<file path="src/rtl/cs_measurement_accumulator.sv">
// rtl/cs_measurement_accumulator.sv - Bernoulli +/-1 compressive-sensing measurement accumulator; optional CS_SEED_LOAD_EN seed port
module cs_measurement_accumulator #(
    parameter int          N_SAMPLES = 256,
    parameter int          M_MEAS    = 8,
    parameter logic [31:0] LFSR_SEED = 32'hACE1_5EED,
    localparam int         ACC_W     = 9 + $clog2(N_SAMPLES),
    localparam int         IDX_W     = (M_MEAS > 1) ? $clog2(M_MEAS) : 1
) (
    input  logic             clk,
    input  logic             reset,
    input  logic [7:0]       sample_in,
    input  logic             sample_valid,
    output logic             sample_ready,
    output logic [ACC_W-1:0] meas_out,
    output logic [IDX_W-1:0] meas_idx,
    output logic             meas_valid,
    input  logic             meas_ready,
`ifdef CS_SEED_LOAD_EN
    input  logic [31:0]      seed_in,
    input  logic             seed_wr,
`endif
    output logic             frame_done
);

    localparam int          CNT_W    = $clog2(N_SAMPLES);
    localparam logic [31:0] TAP_MASK = 32'h8020_0003;
    localparam logic [0:0]  ST_ACCUM = 1'b0;
    localparam logic [0:0]  ST_DRAIN = 1'b1;

    logic [0:0]              state;
    logic [CNT_W-1:0]        count;
    logic [31:0]             lfsr;
    logic [31:0]             lfsr_next;
    logic [31:0]             frame_seed;
    logic signed [ACC_W-1:0] acc     [M_MEAS];
    logic signed [ACC_W-1:0] acc_upd [M_MEAS];
    logic signed [ACC_W-1:0] sample_ext;
    logic                    accept;
    logic                    last_sample;
    logic                    last_idx;
    logic [IDX_W-1:0]        idx_next;

`ifdef CS_SEED_LOAD_EN
    logic [31:0] seed_reg;

    // Writes land in seed_reg only; the LFSR picks it up at the next frame start.
    always_ff @(posedge clk or posedge reset) begin
        if (reset) begin
            seed_reg <= LFSR_SEED;
        end else if (seed_wr && (seed_in != 32'd0)) begin
            seed_reg <= seed_in;
        end
    end

    assign frame_seed = seed_reg;
`else
    assign frame_seed = LFSR_SEED;
`endif

    assign sample_ready = (state == ST_ACCUM);
    assign meas_valid   = (state == ST_DRAIN);
    assign accept       = sample_valid && sample_ready;
    assign last_sample  = (count == CNT_W'(N_SAMPLES - 1));
    assign last_idx     = (meas_idx == IDX_W'(M_MEAS - 1));
    assign idx_next     = meas_idx + 1'b1;
    assign frame_done   = meas_valid && meas_ready && last_idx;
    assign lfsr_next    = (lfsr >> 1) ^ (lfsr[0] ? TAP_MASK : 32'd0);
    assign sample_ext   = $signed({{(ACC_W - 8){1'b0}}, sample_in});

    always_comb begin
        for (int j = 0; j < M_MEAS; j++) begin
            acc_upd[j] = lfsr[j] ? (acc[j] + sample_ext) : (acc[j] - sample_ext);
        end
    end

    always_ff @(posedge clk or posedge reset) begin
        if (reset) begin
            state    <= ST_ACCUM;
            count    <= '0;
            lfsr     <= LFSR_SEED;
            meas_out <= '0;
            meas_idx <= '0;
            for (int j = 0; j < M_MEAS; j++) begin
                acc[j] <= '0;
            end
        end else begin
            case (state)
                ST_ACCUM: begin
                    if (accept) begin
                        for (int j = 0; j < M_MEAS; j++) begin
                            acc[j] <= acc_upd[j];
                        end
                        lfsr <= lfsr_next;
                        if (last_sample) begin
                            count    <= '0;
                            state    <= ST_DRAIN;
                            // Measurement 0 must be valid in the first drain cycle.
                            meas_out <= acc_upd[0];
                            meas_idx <= '0;
                        end else begin
                            count <= count + 1'b1;
                        end
                    end
                end
                ST_DRAIN: begin
                    if (meas_ready) begin
                        if (last_idx) begin
                            state    <= ST_ACCUM;
                            count    <= '0;
                            lfsr     <= frame_seed;
                            meas_idx <= '0;
                            meas_out <= '0;
                            for (int j = 0; j < M_MEAS; j++) begin
                                acc[j] <= '0;
                            end
                        end else begin
                            meas_idx <= idx_next;
                            meas_out <= acc[idx_next];
                        end
                    end
                end
                default: state <= ST_ACCUM;
            endcase
        end
    end

endmodule
</file>
<file path="config.mk">
export PLATFORM = sky130hd
export DESIGN_NAME = cs_measurement_accumulator
export DESIGN_NICKNAME = d
export VERILOG_FILES = /design/src/rtl/cs_measurement_accumulator.sv
export SDC_FILE = /design/constraint.sdc
export NUM_CORES = 1
export LEC_CHECK = 0
export CAP_MARGIN = 20
export CELL_PAD_IN_SITES_DETAIL_PLACEMENT = 0
export CELL_PAD_IN_SITES_GLOBAL_PLACEMENT = 1
export CORE_MARGIN = 5
export CORE_UTILIZATION = 49
export DETAILED_ROUTE_END_ITERATION = 8
export PLACE_DENSITY = 0.83
export SLEW_MARGIN = 40
export SYNTH_ARGS = -nofsm -noshare
export SYNTH_HDL_FRONTEND = slang
export SYNTH_SLANG_ARGS = --single-unit
</file>
<file path="constraint.sdc">
create_clock -name clk -period 7.7 [get_ports clk]
set_input_delay 1.54 -clock clk [delete_from_list [all_inputs] [get_ports clk]]
set_output_delay 1.54 -clock clk [all_outputs]
set_load 0.02 [all_outputs]
</file>
==> results.txt <==
Core Region -> 0.0325 sq mm
antenna-violating nets left -> 0
total number of vias -> 13900
top cells by area, synth -> dfrtp_1 28%, ha_1 11%, o21ai_0 6.4%, nand2_1 6.4%, mux4_2 4.7%
CP Data Arrival Time -> 6.40 ns
most common cell in the netlist -> nand2_1
FF+latch count, synth -> 197
Placed Area -> 0.0168 sq mm
GPL Wtd Cong -> 0.953
diode count -> 0
max_cap viols -> 0
EDFF count, synth -> 0
Setup Viol. Count Final -> 0
register area -> 0.00495 sq mm
Cell Area, Synth -> 0.0161 sq mm
grt ovf -> 0
critical path peak fanout -> 11
Yosys top cell by area -> dfrtp_1
GRT Overall Usage -> 25.3%
die area -> 0.0366 sq mm
total power per unit cell area -> 435 mW/mm^2
Final Critical Period -> 6.06 ns
Max Clock Skew -> 0.0122 ns
drt pass-1 iters -> 5
layout cell share with drive strength beyond 1 -> 8.92%
H-tree levels -> 4
nature of the critical path endpoint -> register
Required @ worst endpoint -> 8.04 ns
# nets final -> 2008
antenna violations before repair -> 0
CTS tree -> built
hold depth -> 2
# rows -> 66
Sum Neg Setup Slack -> 0 ns
Syn. warnings -> 0
min-delay worst type -> register to register
reg2reg start -> lfsr[7]
CTS Buf Count -> 17
Fillers -> 3085
first-pass GRT wire length -> 73.6 mm
Longest Clk Path Bufs -> 2
clock slew at reported path FFs -> 0.08 ns
Hold-fix buffers, CTS -> 0
Netlist cell types -> 76
Commonest cells post-synth -> 273 x nand2_1, 207 x o21ai_0, 178 x dfrtp_1, 158 x nor2_1, 139 x ha_1
area taken by multi-input logic gates -> 0.0106 sq mm
DR WL/cell -> 19.8 um
hpwl dp -> 31.8 mm
Worst R2R Path Depth -> 10
critical path class -> input port to register
area grow syn2layout -> 7.72%
Remaining DRCs -> 0
largest net degree at the start of global routing -> 95
Hold Path End -> lfsr[23]
Yosys top cell area share -> 27.6%
Port-buffer cells -> 34
CTS Root Cell -> clkbuf_16
reg2reg setup slack -> 3.77 ns
syn nets -> 2052
Clk Latency, worst-skew pair -> 0.46 ns
Starting Density -> 49.6%
final instance area -> 0.0174 sq mm
CTS Sinks -> 197
Max-slew headroom -> 45.3%
Worst R2R End -> acc[9]
vias in the first global route -> 13100
Resized cells post-CTS -> 0
Final Hold Fails -> 0
Max Slew Vio Count -> 0
Max VDD drop -> 0.000202 V
gate count after technology mapping -> 1893
hold path start -> lfsr[23]
Critical Path Start Type -> input port
DRT iter0 DRCs -> 1163
hold slack -> 0.455 ns
Via density -> 6.03
outcome -> completed
mean post-synth cell area -> 8.52 sq um
Seq/Total Area, Yosys -> 30.7%
unrepaired setup endpoints after global routing -> no
I/O pin count -> 35
Synth async-reset ratio -> 100%
Die W -> 191 um
drt total wl -> 45.7 mm
period utilisation layout -> 78.7%
setup repair bufs after CTS -> 0
Max Freq -> 165 MHz
Pleak -> 7.46 nW
Die Ht -> 191 um
Synth Flop Type -> dfrtp_1
Slew @ Worst Pin -> 0.821 ns
-- state kept, by name, summed over array words and instances, names as in the netlist --
| signal | cells |
|---|---|
| acc | 136 |
| meas_idx | 3 |
| meas_out | 17 |
| lfsr | 32 |
| count | 8 |
| meas_valid | 1 |
-- per-layer routing --
layer / global-route usage [%] / up-vias / wire length (um) / part of all wire [%]
li1: - / 6720 / - / -
met1: 36.3 / 6716 / 21500 / 47
met2: 39.8 / 376 / 20800 / 46
met3: 3.01 / 70 / 1950 / 4.3
met4: 8.65 / 0 / 1380 / 3.0
met5: 0 / - / 0 / 0
-- worst max-delay path, cell delays in order --
cell and delay, ns:
clkdlybuf4s50_1 0.71, nor3_2 0.55, nor3b_2 0.56, nor3b_1 0.26, ha_1 0.38, mux2_2 0.33
ha_1 0.33, nand4_1 0.10, a21oi_1 0.26, o211ai_1 0.18, a31oi_1 0.30, a31oi_1 0.16
a21oi_1 0.30, xnor2_1 0.10, a221o_1 0.32
-- cells by family (layout without fill, tap and decap cells) --
family,Yosys count,in the layout,synth area share (%)
AOI/OAI and AO/OA,495,495,18.9
xor gates and xnor gates,146,146,7.93
buffers and inverters,163,132,3.98
adders and majority gates,161,161,12.7
DFF,197,197,30.7
muxes,75,75,7.51
and+or+nand+nor,656,656,18.3
-- worst max-delay path by stage --
stage               slack [ns]          from  endpoint  cells after the start
global route              1.27  sample_in[2]   acc[16]                     15
global placement          1.36  sample_in[2]   acc[16]                     15
floorplan                 0.82         reset    acc[0]                      1
CTS                       1.68  sample_in[2]   acc[16]                     15
finish                    1.64  sample_in[2]   acc[16]                     15
detailed placement        1.20  sample_in[2]   acc[16]                     15
-- per-stage QoR --
step / std cells / power (mW) / util (%) / setup slack [ns]
2_1_floorplan: 1893 / 5.55 / - / 0.822
3_3_place_gp: 2272 / 6.43 / 51.5 / 1.36
3_5_place_dp: 2272 / 6.55 / 51.5 / 1.20
4_1_cts: 2304 / 7.52 / 53.4 / 1.68
5_1_grt: 2304 / 8.25 / 53.4 / 1.27
6_report: 2304 / 7.56 / 53.4 / 1.64
-- layout by cell type, fill, tap and decap left out, types with 8 or more instances in the layout --
master	n
clkdlybuf4s50_1	34
o211ai_1	27
ha_1	138
nand3b_1	10
o21a_1	12
nand3_1	71
nor3_1	35
nand4_1	13
and2_1	8
inv_1	36
o21ai_0	207
maj3_1	13
xnor2_1	66
a21o_1	17
dfstp_2	19
dfrtp_1	177
mux2i_1	13
nand2_1	272
clkbuf_16	17
buf_4	18
nand2b_1	9
mux2_2	28
xor2_1	80
nor2_1	157
a21oi_1	84
mux4_2	34
fa_1	8
o31ai_1	13
or3_1	9
a211oi_1	18
and3_1	34
a31oi_1	35
-- power breakdown --
| group | total [mW] | switching, mW | leakage, nW | internal [mW] |
|---|---|---|---|---|
| registers | 1.97 | 0.509 | 2.41 | 1.46 |
| clock network | 0.941 | 0.469 | 0.294 | 0.473 |
| logic | 4.65 | 2.56 | 4.75 | 2.09 |
-- layout make-up --
| cell class | count | area share (%) |
|---|---|---|
| flip-flops and latches | 197 | 28.5 |
| clock buffers | 18 | 2.53 |
| well taps | 442 | 3.18 |
| multi-input cells | 1533 | 60.8 |
| inverters | 44 | 0.994 |
| repair buffers | 56 | 3.00 |
| clock inverters | 14 | 0.929 |
Note: power is estimated with default switching activity, not from simulation.
